===== config.mk =====
export PLATFORM = sky130hd
export DESIGN_NAME = rgb_cmd_decoder
export DESIGN_NICKNAME = d
export VERILOG_FILES = /design/src/rtl/rgb_cmd_decoder.sv
export SDC_FILE = /design/constraint.sdc
export NUM_CORES = 1
export LEC_CHECK = 0
export BUFFER_PORTS_ARGS = -buffer_cell sky130_fd_sc_hd__buf_4
export CAP_MARGIN = 20
export CORE_MARGIN = 2
export CORE_UTILIZATION = 40
export DETAILED_ROUTE_END_ITERATION = 8
export GPL_ROUTABILITY_DRIVEN = 0
export GPL_TIMING_DRIVEN = 0
export SLEW_MARGIN = 0
export SYNTH_ARGS = -nofsm -noshare
export SYNTH_HDL_FRONTEND = slang
export SYNTH_SLANG_ARGS = --single-unit

===== constraint.sdc =====
create_clock -name clk -period 4.2 [get_ports clk]
set_input_delay 0.63 -clock clk [delete_from_list [all_inputs] [get_ports clk]]
set_output_delay 0.63 -clock clk [all_outputs]
set_load 0.02 [all_outputs]

===== src/rtl/rgb_cmd_decoder.sv =====
// SPI command decoder for the RGB cycle block: speed/enable registers,
// status read-back bytes and a saturating error counter.
// Ports: clk, rst (async, active-low), rx_valid/rx_data/rx_first/rx_end in;
//        tx_data, r/g/b_speed, enable, update, err_count out.
module rgb_cmd_decoder #(
   parameter logic [4:0] DEF_R  = 5'd3,
   parameter logic [4:0] DEF_G  = 5'd5,
   parameter logic [4:0] DEF_B  = 5'd7,
   parameter logic       DEF_EN = 1'b1,
   parameter int         ERR_W  = 8
) (
   input  logic             clk,
   input  logic             rst,
   input  logic             rx_valid,
   input  logic [7:0]       rx_data,
   input  logic             rx_first,
   input  logic             rx_end,
   output logic [7:0]       tx_data,
   output logic [4:0]       r_speed,
   output logic [4:0]       g_speed,
   output logic [4:0]       b_speed,
   output logic             enable,
   output logic             update,
   output logic [ERR_W-1:0] err_count
);

   typedef enum logic [2:0] {
      IDLE, SPD_R, SPD_G, SPD_B, ENA, STAT, DROP
   } state_t;

   state_t     state, state_n;
   logic [4:0] shadow_r, shadow_r_n;
   logic [4:0] shadow_g, shadow_g_n;
   logic [4:0] r_n, g_n, b_n;
   logic       en_n, upd_n;
   logic [7:0] tx_n;
   logic [4:0] snap_g, snap_g_n, snap_b, snap_b_n;
   logic       snap_en, snap_en_n;
   logic [7:0] snap_err, snap_err_n;
   logic [2:0] idx, idx_n;
   logic [ERR_W-1:0] err_n;
   logic [ERR_W:0]   esum;
   logic [1:0]       inc;
   logic             unk, abort, mid, byte_first, byte_data, completes;

   always_ff @(posedge clk or negedge rst) begin
      if (!rst) begin
         state     <= IDLE;
         shadow_r  <= '0;
         shadow_g  <= '0;
         r_speed   <= DEF_R;
         g_speed   <= DEF_G;
         b_speed   <= DEF_B;
         enable    <= DEF_EN;
         update    <= 1'b0;
         tx_data   <= 8'h00;
         snap_g    <= '0;
         snap_b    <= '0;
         snap_en   <= 1'b0;
         snap_err  <= '0;
         idx       <= '0;
         err_count <= '0;
      end else begin
         state     <= state_n;
         shadow_r  <= shadow_r_n;
         shadow_g  <= shadow_g_n;
         r_speed   <= r_n;
         g_speed   <= g_n;
         b_speed   <= b_n;
         enable    <= en_n;
         update    <= upd_n;
         tx_data   <= tx_n;
         snap_g    <= snap_g_n;
         snap_b    <= snap_b_n;
         snap_en   <= snap_en_n;
         snap_err  <= snap_err_n;
         idx       <= idx_n;
         err_count <= err_n;
      end
   end

   always_comb begin
      state_n    = state;
      shadow_r_n = shadow_r;
      shadow_g_n = shadow_g;
      r_n        = r_speed;
      g_n        = g_speed;
      b_n        = b_speed;
      en_n       = enable;
      upd_n      = 1'b0;
      tx_n       = tx_data;
      snap_g_n   = snap_g;
      snap_b_n   = snap_b;
      snap_en_n  = snap_en;
      snap_err_n = snap_err;
      idx_n      = idx;
      unk        = 1'b0;
      byte_first = rx_valid & rx_first;
      byte_data  = rx_valid & ~rx_first;
      mid        = (state == SPD_R) || (state == SPD_G) ||
                   (state == SPD_B) || (state == ENA);
      completes  = byte_data && ((state == SPD_B) || (state == ENA));
      // a partial command dies either to a new first byte or to frame end
      abort      = mid && (byte_first || (rx_end && !completes));

      if (byte_first) begin
         tx_n = 8'h00;
         case (rx_data)
            8'h00: state_n = DROP;
            8'h01: state_n = SPD_R;
            8'h02: state_n = ENA;
            8'h03: begin
               state_n    = STAT;
               tx_n       = {3'b0, r_speed};
               snap_g_n   = g_speed;
               snap_b_n   = b_speed;
               snap_en_n  = enable;
               snap_err_n = 8'(err_count);
               idx_n      = 3'd1;
            end
            default: begin
               state_n = DROP;
               unk     = 1'b1;
            end
         endcase
      end else if (byte_data) begin
         unique case (state)
            SPD_R: begin
               shadow_r_n = rx_data[4:0];
               state_n    = SPD_G;
            end
            SPD_G: begin
               shadow_g_n = rx_data[4:0];
               state_n    = SPD_B;
            end
            SPD_B: begin
               r_n     = shadow_r;
               g_n     = shadow_g;
               b_n     = rx_data[4:0];
               upd_n   = 1'b1;
               state_n = DROP;
            end
            ENA: begin
               en_n    = rx_data[0];
               upd_n   = 1'b1;
               state_n = DROP;
            end
            STAT: begin
               case (idx)
                  3'd1:    tx_n = {3'b0, snap_g};
                  3'd2:    tx_n = {3'b0, snap_b};
                  3'd3:    tx_n = {7'b0, snap_en};
                  3'd4:    tx_n = snap_err;
                  default: tx_n = 8'h00;
               endcase
               if (idx != 3'd5) idx_n = idx + 3'd1;
            end
            default: ;
         endcase
      end

      if (rx_end) begin
         state_n = IDLE;
         tx_n    = 8'h00;
      end

      inc  = {1'b0, unk} + {1'b0, abort};
      esum = {1'b0, err_count} + (ERR_W+1)'(inc);
      err_n = esum[ERR_W] ? {ERR_W{1'b1}} : esum[ERR_W-1:0];
   end

endmodule

== Yosys cells after proc, flatten, opt, wreduce, memory -nomap -nowiden ==
Cells that the tools add are included.

* Word-level logic and storage cells: 84
* Input bits: 13
* Register bits: 68
* Output and inout port bits: 33

* Reduce and logical (&&, ||, !) cells: 26
* Muxes and demuxes: 22
* Equality and inequality tests: 14
* $add $sub $neg: 3
* Bitwise logic cells: 4

{| class="wikitable"
|+ Operators by type and width
! operator !! count
|-
| $mux 8 || 5
|-
| $pmux 8 s4 || 1
|-
| $mux 3 || 8
|-
| $pmux 3 s3 || 2
|-
| $eq 8x2->1 const B || 2
|-
| $eq 3x2->1 const B || 4
|-
| $reduce_and 3->1 || 4
|-
| $add 8x2->9 || 1
|-
| $eq 3x3->1 const B || 3
|-
| $eq 8x1->1 const B || 1
|-
| $logic_not 8->1 || 1
|-
| $eq 3x1->1 const B || 2
|-
| $reduce_and 2->1 || 3
|-
| $reduce_bool 2->1 || 3
|-
| $reduce_bool 3->1 || 2
|-
| $logic_or 1x1->1 || 5
|-
| $mux 1 || 5
|-
| $mux 5 || 1
|-
| $reduce_bool 5->1 || 1
|-
| $reduce_and 4->1 || 1
|-
| $reduce_or 4->1 || 1
|-
| $add 3x1->3 const B || 1
|-
| $logic_and 1x1->1 || 3
|-
| $ne 3x3->1 const B || 1
|-
| 6 further kinds || 8
|}

== Longest topological paths before layout ==
* Depth after elaboration: 10
* Gate-level depth with buffers: 10
* Gate-level depth less buffers: 8

== Worst setup path after synthesis ==
No wires, ideal clock.

* Path kind: input to register
* Start: input port rx_data[5]
* End: register err_count[0]
* Stages on the path: 8
* Path slack: 1523 ps
* Path buffers: 0
* Library setup time: 124 ps
* Arrival: 2552 ps
* Required time: 4076 ps
* Path through: or4_4 -> nor3_4 -> nor2_1 -> fa_1 -> ha_1 -> and3_1 -> nand3_1 -> nand2b_1

* Cells in the longest elaborated chain, start to end: 7
* Elaborated cells between the ends (all ways): 10
* Those cells by class: 2 x add/sub; 3 x eq/ne; 3 x mux; 2 x reduce/logical

{| class="wikitable"
|+ Ends and longest elaborated chain
! item !! RTL line !! source
|-
| from (decl) || 15 || <nowiki>input logic [7:0] rx_data,</nowiki>
|-
| $eq 8x2->1, or another cell as far along || 108 || <nowiki>case (rx_data)</nowiki>
|-
| $reduce_or 4->1 (no line) * || - ||
|-
| $mux 1 * || 108 ||
|-
| $mux 1 * || 106 || <nowiki>if (byte_first) begin</nowiki>
|-
| $add 1x1->2 * || 167 || <nowiki>inc = {1'b0, unk} + {1'b0, abort};</nowiki>
|-
| $add 8x2->9 * || 168 || <nowiki>esum = {1'b0, err_count} + (ERR_W+1)'(inc);</nowiki>
|-
| $mux 8 * || 169 || <nowiki>err_n = esum[ERR_W] ? {ERR_W{1'b1}} : esum[ERR_W-1:0];</nowiki>
|-
| via err_n[0] || 41 || <nowiki>logic [ERR_W-1:0] err_n;</nowiki>
|-
| to (signal assigned) || 78 || <nowiki>err_count <= err_n;</nowiki>
|-
| to (decl) || 24 || <nowiki>output logic [ERR_W-1:0] err_count</nowiki>
|}

The timed path passes the listed nets; every way through them passes the cells marked *.
A chain may end at the register's enable or synchronous reset.

== Worst setup path after layout ==
* Start: input port rx_data[4]
* End: register err_count[3]

Same word-level chain as after synthesis.

==> flow_summary.ini <==
[clock_network]
clkSlewWorstSetupHoldPaths_ns = 0.08
cts_tree = built
hold_buffers = 0
post-cts-setup-buffers = 0
cts-root-buf = clkbuf_8
cts_resized = 0
clock_tree.buffer_depth = 2
clkSinkCount = 68
worstSkewPairLatency_ns = 0.35
htreeDepth = 3
cts_made_buffers = 9

[detailed_routing]
drtAntennaViolNets = 0
via_count = 2110
wl_per_cell_um = 16.4
drt_first_iter_violations = 70
firstDrtPassIters = 5
vias_per_cell = 5.11
wl_mm = 6.77
post-route-drc-count = 0

[global_routing]
antenna_found_initial = 0
grt_pass1_vias = 2148
grt_usage_pct = 17.1
overflow = 0
grt_pass1_wl_mm = 11.4
grt_max_degree = 69

[final_layout]
syn2layout_area_growth_pct = 19.7
final_nets = 326
final_common_cell = dfrtp_1
ff_latch_area_sq_um = 1710
layout_common_cells = dfrtp_1, buf_4, mux2_2
multi_input_area_sq_um = 1400
diodes = 0
num-fill-cells = 742
drive_gt1_share_pct = 38.6
fin_cells = 413

[logic_synthesis]
yosysSeqAreaShare_pct = 53.2
yosysWarningCount = 0
synth_cell_types = 48
ys_ff_latch = 68
synth_area_sq_um = 3220
postSynthAreaPerCell_sq_um = 12.7
async_flop_share_pct = 100
synth_edf_count = 0
synthesis.instances = 254
syn_nets = 274
ys.flop_type = dfrtp_1

[place]
hpwl_mm = 4.70
dp_cells = 397
io_buffers = 41

[timing]
slew_headroom_pct = 43.0
setup_violations = 0
fin_crit_sh_pct = 65.2
skew_ns = 0.0114
rsz0062_at_grt = no
hold_viol = 0
fmax_ghz = 0.365
tightest_slew_ns = 0.855
finalMaxSlewViolations = 0
fin_tns_setup_ns = 0
layout_min_cycle_time_ns = 2.74

[floorplanning]
num_rows = 32
io_pins = 46
die_y_um = 93.7
dieWidth_um = 93.7
start_util_pct = 41.4
die-area_sq_um = 8770
core_area_sq_um = 7770

[worst_setup_path]
critPathKind = primary input to flop
cp.required_ns = 4.42
crit_chain = buf_4, or4_4, nor3_4, nor2_1, fa_1, ha_1, and3_1, nand3_1, nand2_1
slowest_delay_ns = 0.52
path_max_fanout = 7
crit_slowest_cell = or4_4
worst_setup_path_end_kind = flop
crit_arrival_ns = 2.96
cp-start-kind = primary input

[pwr]
peakVddDrop_v = 0.000258
power.density_nw_per_um2 = 483
leakage_nw = 1.87

[min_path]
hold_class = primary input to asynchronous set/reset pin

[status]
outcome = complete, no violations

[run]
cap_violations = 0
==> worst paths after layout <==
path | start | to | slack (ns) | cells after the start
worst max-delay path | rx_data[4] | err_count[3]$_DFF_PN0_ | 1.46 | 9
worst min-delay path | rst | state[2]$_DFFE_PN0P_ | 0.39 | 1
max in group asynchronous | rst | shadow_g[0]$_DFFE_PN0P_ | 3.26 | 1
min in group clk | snap_err[5]$_DFFE_PN0P_ | tx_data[5]$_DFFE_PN0P_ | 0.50 | 1
worst max register to register | state[1]$_DFFE_PN0P_ | err_count[3]$_DFF_PN0_ | 1.74 | 9
worst min register to register | snap_err[5]$_DFFE_PN0P_ | tx_data[5]$_DFFE_PN0P_ | 0.50 | 1
==> cell type report <==
cell class,instances,share of cell area [%]
Clock inverter,7,1.95
Timing Repair Buffer,41,7.99
Clock buffer,9,3.22
Inverter,10,0.975
Tap cell,102,3.31
Sequential cell,68,44.5
Multi-Input combinational cell,163,36.3
Buffer,13,1.75
==> power by group <==
group	switching, W	internal, W
combinational	0.000232	0.000206
clock	0.000263	0.000277
sequential	0.000106	0.000774
==> per-layer routing <==
metal	wire length, um	part of all wire, %	track usage (%)	vias to the layer above
met4	164	2.4	8.21	0
li1	-	-	-	1025
met5	0	0	0	-
met1	3310	49	24.1	1031
met2	3080	45	25.2	42
met3	221	3.3	3.53	12
==> sequential cells by signal (all words and copies together) (netlist names) <==
signal,flops
update,1
b_speed,5
snap_g,5
idx,3
enable,1
r_speed,5
g_speed,5
shadow_g,5
state,3
shadow_r,5
snap_err,8
err_count,8
snap_en,1
tx_data,8
snap_b,5
==> per-stage QoR <==
stage | setup WS [ns] | instance area (sq um) | hold WS [ns] | util, % | power [W]
after floorplan | 1.52 | 3220 | 0.334 | - | 0.00114
after global placement | 1.05 | 3650 | 0.481 | 47.0 | 0.00133
after detailed placement | 1.06 | 3650 | 0.482 | 47.0 | 0.00134
after CTS | 1.44 | 3850 | 0.423 | 49.6 | 0.00188
after global routing | 1.33 | 3850 | 0.453 | 49.6 | 0.00197
final | 1.46 | 3850 | 0.392 | 49.6 | 0.00186
==> Yosys cell counts, types with 2 or more instances <==
cell type	number	area share (%)
dfrtp_1	60	47
mux2_2	26	9.1
mux2_4	19	8.9
nand3_1	13	2.0
o21ai_0	12	1.9
inv_1	10	1.2
nor2_1	9	1.1
clkbuf_1	8	0.93
dfstp_2	8	6.5
nor2b_1	8	1.6
nand2_1	7	0.82
a22oi_1	6	1.4
a32oi_1	6	1.6
ha_1	6	2.3
xor2_1	6	1.6
a21oi_1	5	0.78
a22o_1	4	1.1
and3_1	3	0.58
nand2b_1	3	0.58
nor3_1	3	0.47
and2_1	2	0.39
buf_2	2	0.31
buf_6	2	0.70
nand4_1	2	0.39
==> worst max-delay path: cells and delay by family <==
| family | cells | cell delay [ns] |
|---|---|---|
| simple gates | 6 | 1.43 |
| fa+ha+maj | 2 | 0.76 |
| buf+inv | 1 | 0.13 |
==> cell families after synthesis <==
logic type / count (synthesis) / share of synthesized area [%]
AO/OA/AOI/OAI: 43 / 9.53
XOR/XNOR: 7 / 1.91
adder cells (fa/ha/maj): 7 / 2.96
buffers and inverters: 23 / 3.27
flip-flops: 68 / 53.2
multiplexers: 45 / 18.0
AND/OR/NAND/NOR: 61 / 11.1
(Power assumes the default switching activity.)
